--- config.mk ---
export PLATFORM = sky130hd
export DESIGN_NAME = lfsr_gen
export DESIGN_NICKNAME = d
export VERILOG_FILES = /design/src/rtl/lfsr_pkg.sv /design/src/rtl/lfsr_next.sv /design/src/rtl/lfsr_gen.sv
export SDC_FILE = /design/constraint.sdc
export NUM_CORES = 1
export LEC_CHECK = 0
export ABC_AREA = 1
export BUFFER_PORTS_ARGS = -buffer_cell sky130_fd_sc_hd__buf_2
export CAP_MARGIN = 20
export CORE_MARGIN = 2
export CORE_UTILIZATION = 49
export DETAILED_ROUTE_END_ITERATION = 16
export PLACE_DENSITY = 0.71
export RECOVER_POWER = 50
export SYNTH_ARGS = -nofsm -noshare
export SYNTH_HDL_FRONTEND = slang
export SYNTH_SLANG_ARGS = --single-unit
--- constraint.sdc ---
create_clock -name clk_i -period 3.1 [get_ports clk_i]
set_input_delay 0.155 -clock clk_i [delete_from_list [all_inputs] [get_ports clk_i]]
set_output_delay 0.155 -clock clk_i [all_outputs]
set_load 0.01 [all_outputs]
--- src/rtl/lfsr_pkg.sv ---
// rtl/lfsr_pkg.sv - shared types and default constants for the LFSR generator
// Purpose: feedback mode enum and the 16-bit default taps/seed used as
// parameter defaults by lfsr_next and lfsr_gen.
package lfsr_pkg;

  typedef enum logic {
    LFSR_GALOIS    = 1'b0,
    LFSR_FIBONACCI = 1'b1
  } lfsr_mode_t;

  localparam logic [15:0] LFSR16_TAPS_G = 16'hB400;
  localparam logic [15:0] LFSR16_TAPS_F = 16'h002D;
  localparam logic [15:0] LFSR16_SEED   = 16'hACE1;

endpackage

--- src/rtl/lfsr_next.sv ---
// rtl/lfsr_next.sv - combinational next-state function of the LFSR
// Purpose: computes one right-shift step in Galois or Fibonacci form.
// Ports:
//   q_i    [W-1:0]  current register state
//   mode_i          feedback form to apply
//   next_o [W-1:0]  state after one step
module lfsr_next
  import lfsr_pkg::*;
#(
  parameter int unsigned    W      = 16,
  parameter logic [W-1:0]   TAPS_G = W'(LFSR16_TAPS_G),
  parameter logic [W-1:0]   TAPS_F = W'(LFSR16_TAPS_F)
) (
  input  logic [W-1:0] q_i,
  input  lfsr_mode_t   mode_i,
  output logic [W-1:0] next_o
);

  always_comb begin
    next_o = '0;
    if (mode_i == LFSR_GALOIS) begin
      // Bit shifted out of the bottom is folded back in at every tap.
      next_o = (q_i >> 1) ^ (q_i[0] ? TAPS_G : '0);
    end else begin
      // Parity of the tapped bits enters at the top.
      next_o = {^(q_i & TAPS_F), q_i[W-1:1]};
    end
  end

endmodule

--- src/rtl/lfsr_gen.sv ---
// rtl/lfsr_gen.sv - parametrised LFSR generator with seed load and period measurement
// Purpose: pseudo-random source with Galois/Fibonacci feedback, zero-seed
// protection, step counting and a wrap pulse when the start value recurs.
// Ports:
//   clk_i, reset_i         clock, synchronous active-high reset
//   en_i                   advance one step
//   load_i                 load seed_in_i / mode_i (wins over en_i)
//   seed_in_i [W-1:0]      seed for load; zero is replaced by SEED
//   mode_i                 0 = Galois, 1 = Fibonacci, sampled on load
//   q_o [W-1:0]            register state
//   bit_out_o              serial output, q_o[0]
//   step_cnt_o [W-1:0]     steps since reset, load or wrap
//   period_o [W-1:0]       length of the last completed period
//   period_done_o          one-cycle pulse on wrap
//   lockup_err_o           sticky: a zero seed was loaded
module lfsr_gen
  import lfsr_pkg::*;
#(
  parameter int unsigned    W        = 16,
  parameter logic [W-1:0]   TAPS_G   = W'(LFSR16_TAPS_G),
  parameter logic [W-1:0]   TAPS_F   = W'(LFSR16_TAPS_F),
  parameter logic [W-1:0]   SEED     = W'(LFSR16_SEED),
  parameter lfsr_mode_t     MODE_RST = LFSR_GALOIS
) (
  input  logic         clk_i,
  input  logic         reset_i,
  input  logic         en_i,
  input  logic         load_i,
  input  logic [W-1:0] seed_in_i,
  input  logic         mode_i,
  output logic [W-1:0] q_o,
  output logic         bit_out_o,
  output logic [W-1:0] step_cnt_o,
  output logic [W-1:0] period_o,
  output logic         period_done_o,
  output logic         lockup_err_o
);

  logic [W-1:0] q_q, q_d;
  logic [W-1:0] start_q, start_d;
  lfsr_mode_t   mode_q, mode_d;
  logic [W-1:0] step_q, step_d;
  logic [W-1:0] period_q, period_d;
  logic         pd_q, pd_d;
  logic         lock_q, lock_d;
  logic [W-1:0] next_q;

  lfsr_next #(
    .W      (W),
    .TAPS_G (TAPS_G),
    .TAPS_F (TAPS_F)
  ) u_next (
    .q_i    (q_q),
    .mode_i (mode_q),
    .next_o (next_q)
  );

  always_comb begin
    q_d      = q_q;
    start_d  = start_q;
    mode_d   = mode_q;
    step_d   = step_q;
    period_d = period_q;
    pd_d     = 1'b0;
    lock_d   = lock_q;
    if (load_i) begin
      mode_d = lfsr_mode_t'(mode_i);
      step_d = '0;
      if (seed_in_i != '0) begin
        q_d     = seed_in_i;
        start_d = seed_in_i;
      end else begin
        // A zero seed would lock the register at zero forever.
        q_d     = SEED;
        start_d = SEED;
        lock_d  = 1'b1;
      end
    end else if (en_i) begin
      q_d = next_q;
      if (next_q == start_q) begin
        step_d   = '0;
        period_d = step_q + W'(1);
        pd_d     = 1'b1;
      end else begin
        step_d = step_q + W'(1);
      end
    end
  end

  always_ff @(posedge clk_i) begin
    if (reset_i) begin
      q_q      <= SEED;
      start_q  <= SEED;
      mode_q   <= MODE_RST;
      step_q   <= '0;
      period_q <= '0;
      pd_q     <= 1'b0;
      lock_q   <= 1'b0;
    end else begin
      q_q      <= q_d;
      start_q  <= start_d;
      mode_q   <= mode_d;
      step_q   <= step_d;
      period_q <= period_d;
      pd_q     <= pd_d;
      lock_q   <= lock_d;
    end
  end

  assign q_o           = q_q;
  assign bit_out_o     = q_q[0];
  assign step_cnt_o    = step_q;
  assign period_o      = period_q;
  assign period_done_o = pd_q;
  assign lockup_err_o  = lock_q;

endmodule

## Yosys cells after proc, flatten, opt, wreduce, memory -nomap -nowiden

Cells that the tools add are included.
W data, S select, Z words.

| cells by class | value |
|---|---|
| reductions and logical operators | 7 |
| bitwise gates (word level) | 4 |
| muxes and demuxes | 7 |
| equal/unequal tests | 1 |
| add/subtract/negate cells | 1 |

Operators with widths:

| operator | count |
|---|---|
| $mux W16 | 6 |
| $add A16 B1 Y16 const B | 1 |
| $eq A16 B16 Y1 | 1 |
| $reduce_bool A16 Y1 | 1 |
| $reduce_xor A16 Y1 | 1 |
| $xor A15 B16 Y16 | 1 |
| $not A1 Y1 | 3 |
| $reduce_and A3 Y1 | 1 |
| $reduce_or A3 Y1 | 1 |
| $reduce_and A2 Y1 | 1 |
| $reduce_bool A2 Y1 | 1 |
| $reduce_or A2 Y1 | 1 |
| $mux W1 | 1 |

| word-level totals | value |
|---|---|
| flip-flop bits (word level) | 67 |
| output and inout port bits | 51 |

## Depth between registers and ports, before layout

| logic depth | value |
|---|---|
| word-level depth | 5 |
| depth in mapped cells | 15 |

## By module

Synthesis repeated with hierarchy kept, for this count alone.

| second synthesis, totals | value |
|---|---|
| cell total of the unflattened synthesis | 536 |
| area total of the unflattened synthesis | 3474.6 um2 |

By module, submodules not included:

| module | area an instance (um2) | times used | cells an instance | seq. area each (um2) |
|---|---|---|---|---|
| lfsr_gen | 3291.9 | 1 | 505 | 1341.3 |
| lfsr_next | 182.7 | 1 | 31 | 0.0 |

## Worst setup path before layout

OpenSTA, ideal clock, no wires.

| timing | value |
|---|---|
| path type | reg2reg |
| start | reg q_q[0] (netlist: q_o[0]) |
| end | reg period_q[3] (netlist: period_o[3]) |
| path slack | 1.439 ns |
| clock period less this slack | 1.661 ns |
| cell stages (with the launch flop) | 13 |
| library setup time | 0.113 ns |
| data required time | 2.987 ns |
| data arrival time | 1.548 ns |
| cell sequence | dfxtp_1 > nand2_2 > inv_2 > nand2_1 > nand3_1 > nand2_1 > nor2_1 > nand2_2 > nor2_8 > nand3_4 > buf_2 > nor2_1 > nor2_1 |

| between the ends | value |
|---|---|
| longest elaborated chain between the ends | 5 |
| elaborated cells between the ends (all ways) | 6 |
| those cells by class | eq/ne: 1; mux: 2; bitwise: 1; reduce/logical: 2 |

Ends and longest elaborated chain:

| element | line | source |
|---|---|---|
| start: declaration | lfsr_gen.sv:39 | `logic [W-1:0] q_q, q_d;` |
| start signal: assignment | lfsr_gen.sv:100 | `q_q <= q_d;` |
| $mux W16 | lfsr_next.sv:23 | `next_o = (q_i >> 1) ^ (q_i[0] ? TAPS_G : '0);` |
| $xor A15 B16 Y16 | lfsr_next.sv:23 |  |
| $mux W16 (*) | lfsr_next.sv:21 | `if (mode_i == LFSR_GALOIS) begin` |
| $eq A16 B16 Y1 (*) | lfsr_gen.sv:80 | `if (next_q == start_q) begin` |
| $reduce_and A3 Y1 (no source line) (*) | -- |  |
| end signal: assignment | lfsr_gen.sv:104 | `period_q <= period_d;` |
| end: declaration | lfsr_gen.sv:43 | `logic [W-1:0] period_q, period_d;` |

Mark *: on every way between the ends. The rest lies on a longest branch, timed or not.
A chain may end at the register's enable or synchronous reset.

## Final worst setup path

| timing | value |
|---|---|
| start | in load_i |
| end | reg q_q[15] (netlist: q_o[15]) |

| between the ends | value |
|---|---|
| longest elaborated chain between the ends | 1 |
| elaborated cells between the ends (all ways) | 2 |
| those cells by class | mux: 1; reduce/logical: 1 |

Ends and longest elaborated chain:

| element | line | source |
|---|---|---|
| start: declaration | lfsr_gen.sv:28 | `input logic load_i,` |
| $mux W16 or $reduce_bool A2 Y1 (tied branches) | -- |  |

Parallel ways exist; a longest one is shown, timed or not.

==> results_dict.tcl <==
set metrics [dict create \
    run_status "complete, no violations" \
    clkLatencyLatePin_ns 0.34 \
    antenna_found_initial 0 \
    critPathLaunch "load_i" \
    cts_root_buffer "clkbuf_8" \
    postCtsSetupRepairBufs 0 \
    critPathLaunchType "primary input" \
    fp.dieH_um 85.9 \
    drt_iter0_markers 193 \
    yosys_warnings 0 \
    avgViaCountPerCell 5.08 \
    holdWs_ns 0.0880 \
    row_count 29 \
    ctsHoldBuffers 0 \
    track_usage 0.233 \
    core-area_um2 6420 \
    h-tree-depth 3 \
    hold_viol_final 0 \
    p_seq_frac 0.507 \
    final.setup.tns_ns 0 \
    wl_per_cell_um 13.1 \
    swShare 0.270 \
    antenna_cells 0 \
    final_area_um2 3760 \
    detail-route-antenna-nets 0 \
    worst_hold_path_type "in -> reg" \
    synth-seq-cells 67 \
    r2r-start "q_o[0]" \
    p_sw_mw 0.489 \
    drcViolationCount 0 \
    r2r_end "period_o[0]" \
    clockBufferDepth 2 \
    total_power_mw 1.81 \
    syn_inst 490 \
    grt_overflow 0 \
    reg2regPathDepth 12 \
    gp_congestion 0.912 \
    start_util 0.512 \
    clkTransAtPathRegs_ns 0.07 \
    synth.distinct_cells 31 \
    r2r_slack_ns 1.15 \
    dieArea_um2 7380 \
    synth_area_um2 3290 \
    p_clk_frac 0.381 \
    port_buffers 71 \
    crit_type "in -> reg" \
    placed_cell_area_um2 3650 \
    p_leak_nw 1.72 \
    cts_sinks 67 \
    endpoint_kind "flip-flop" \
    power.density_nw_per_um2 481 \
    syn-mean-instance-area_um2 6.71 \
    slew_headroom 0.251 \
    grt_max_degree 28 \
    finalWirelength_um 8320 \
    p_int_mw 1.32 \
    dp_hpwl_um 5990 \
    layout-drive-gt1-share 0.0754 \
    synthToLayoutAreaGrowth_pct 14.4 \
    pin_count 72 \
    die_w_um 85.9 \
    vias 3221 \
    synth_fp_nets 512 \
    required_ns 3.38 \
    cap_violations 0 \
    first_global_vias 2801 \
    vdd_ir_drop_max_mv 0.334 \
    setup_viol 0 \
    cts_resized 0 \
    cts_tree "yes" \
    fin_nets 575 \
    synth-seq-area-share 0.408 \
    worst-slew-pin-transition_ns 1.12 \
    drtPass1Iterations 4 \
    worst_clock_skew_ns 0.00705 \
    cp.arrival_ns 2.44 \
    grt_pass1_wl_um 13500 \
    fin_crit_ns 2.16 \
    cts_made_buffers 9 \
    period_share 0.695 \
    max_freq_mhz 464 \
    drv_slew 0 \
    p_comb_frac 0.112 \
    cp_max_fo 24 \
    endpoint "q_o[15]" \
    rsz0062_at_grt "no" \
]
## through the flow
| stage | cells | util | setup slack (ns) |
|---|---|---|---|
| 2_1_floorplan | 490 | - | 1.44 |
| 3_3_place_gp | 619 | 0.569 | 1.24 |
| 3_5_place_dp | 619 | 0.569 | 1.20 |
| 4_1_cts | 634 | 0.596 | 1.18 |
| 5_1_grt | 634 | 0.586 | 0.676 |
| 6_report | 634 | 0.586 | 0.945 |
## synth_stat cells
cell / count / area, um^2
nand2_1: 141 / 529
nand3_2: 1 / 10.0
inv_2: 3 / 11.3
nand2_2: 4 / 25.0
o221ai_1: 11 / 96.3
dfxtp_1: 67 / 1340
inv_1: 71 / 267
a211oi_1: 7 / 52.6
nor2_2: 1 / 6.26
o211ai_1: 2 / 15.0
nor2_1: 69 / 259
o22ai_1: 5 / 31.3
o21a_1: 1 / 7.51
nand3_4: 1 / 17.5
nand3_1: 23 / 115
nor3_1: 3 / 15.0
nor2_8: 1 / 20.0
buf_6: 1 / 11.3
xnor2_1: 2 / 17.5
a31oi_1: 1 / 6.26
a21oi_1: 23 / 115
nor3b_1: 1 / 7.51
o21ai_0: 9 / 45.0
ha_1: 1 / 12.5
buf_2: 1 / 5.00
clkbuf_1: 12 / 45.0
xor2_1: 15 / 131
nand4_1: 7 / 43.8
clkinv_1: 1 / 3.75
buf_1: 3 / 11.3
buf_4: 2 / 15.0
## cells in the final DEF, fill, tap and decap left out, types with 2 or more instances in the layout
cell type / count
nor2_1: 69
o211ai_1: 2
o221ai_1: 11
o21ai_0: 9
buf_2: 19
clkbuf_8: 9
clkbuf_1: 55
inv_2: 3
a21oi_1: 23
a211oi_1: 7
xnor2_1: 2
o22ai_1: 5
nand2_1: 141
xor2_1: 15
nor3_1: 3
nand3_1: 23
clkinv_2: 2
nand2_2: 4
inv_1: 71
nand4_1: 7
dfxtp_1: 67
## layer usage
metal	GRT usage	share of wire	up-vias
li1	-	-	1656
met1	0.325	0.48	1466
met2	0.355	0.45	88
met3	0.0500	0.053	11
met4	0.0866	0.016	0
met5	0	0	-
## final cells by class
type / instances / area [um^2]
clock buffers: 12 / 135
flip-flops and latches: 67 / 1340
fillers: 662 / 2660
repair buffers: 71 / 290
clock inverters: 3 / 40.0
multi-input cells: 329 / 1580
well taps: 77 / 96.3
inverters: 75 / 282
## worst max-delay path: stages
cell and delay (ns):
clkbuf_1 0.80, inv_1 0.47, nor2_1 0.61, a21oi_1 0.12
nand2_1 0.14, nand2_1 0.05, nand2_1 0.07
## registers in the layout, indices dropped and copies added, names as in the netlist
name and flops:
period_o 16, mode_q 1, period_done_o 1, step_cnt_o 16
lockup_err_o 1, start_q 16, q_o 16
## power groups by stage
| stage | clock network, mW | logic (mW) | registers (mW) |
|---|---|---|---|
| 3_3_place_gp | 0 | 0.202 | 0.936 |
| 3_5_place_dp | 0 | 0.205 | 0.937 |
| 6_report | 0.690 | 0.202 | 0.918 |
| 5_1_grt | 0.736 | 0.228 | 0.922 |
| 2_1_floorplan | 0 | 0.134 | 0.939 |
| 4_1_cts | 0.696 | 0.206 | 0.918 |
## worst min path at each step
| stage | depth (start not counted) | end | startpoint |
|---|---|---|---|
| 2_1_floorplan | 2 | start_q[0] | seed_in_i[0] |
| 5_1_grt | 3 | q_o[10] | seed_in_i[10] |
| 4_1_cts | 3 | start_q[6] | seed_in_i[6] |
| 6_report | 3 | start_q[11] | seed_in_i[11] |
| 3_5_place_dp | 3 | start_q[6] | seed_in_i[6] |
| 3_3_place_gp | 3 | start_q[6] | seed_in_i[6] |
## cell families (layout without fill, tap and decap cells)
group | after synthesis | after routing | synth area share
compound gates | 59 | 59 | 0.112
xor+xnor | 17 | 17 | 0.0453
fa+ha+maj | 1 | 1 | 0.00380
buf+inv | 94 | 161 | 0.112
flops | 67 | 67 | 0.408
simple gates | 252 | 252 | 0.319
(Power assumes the default switching activity.)
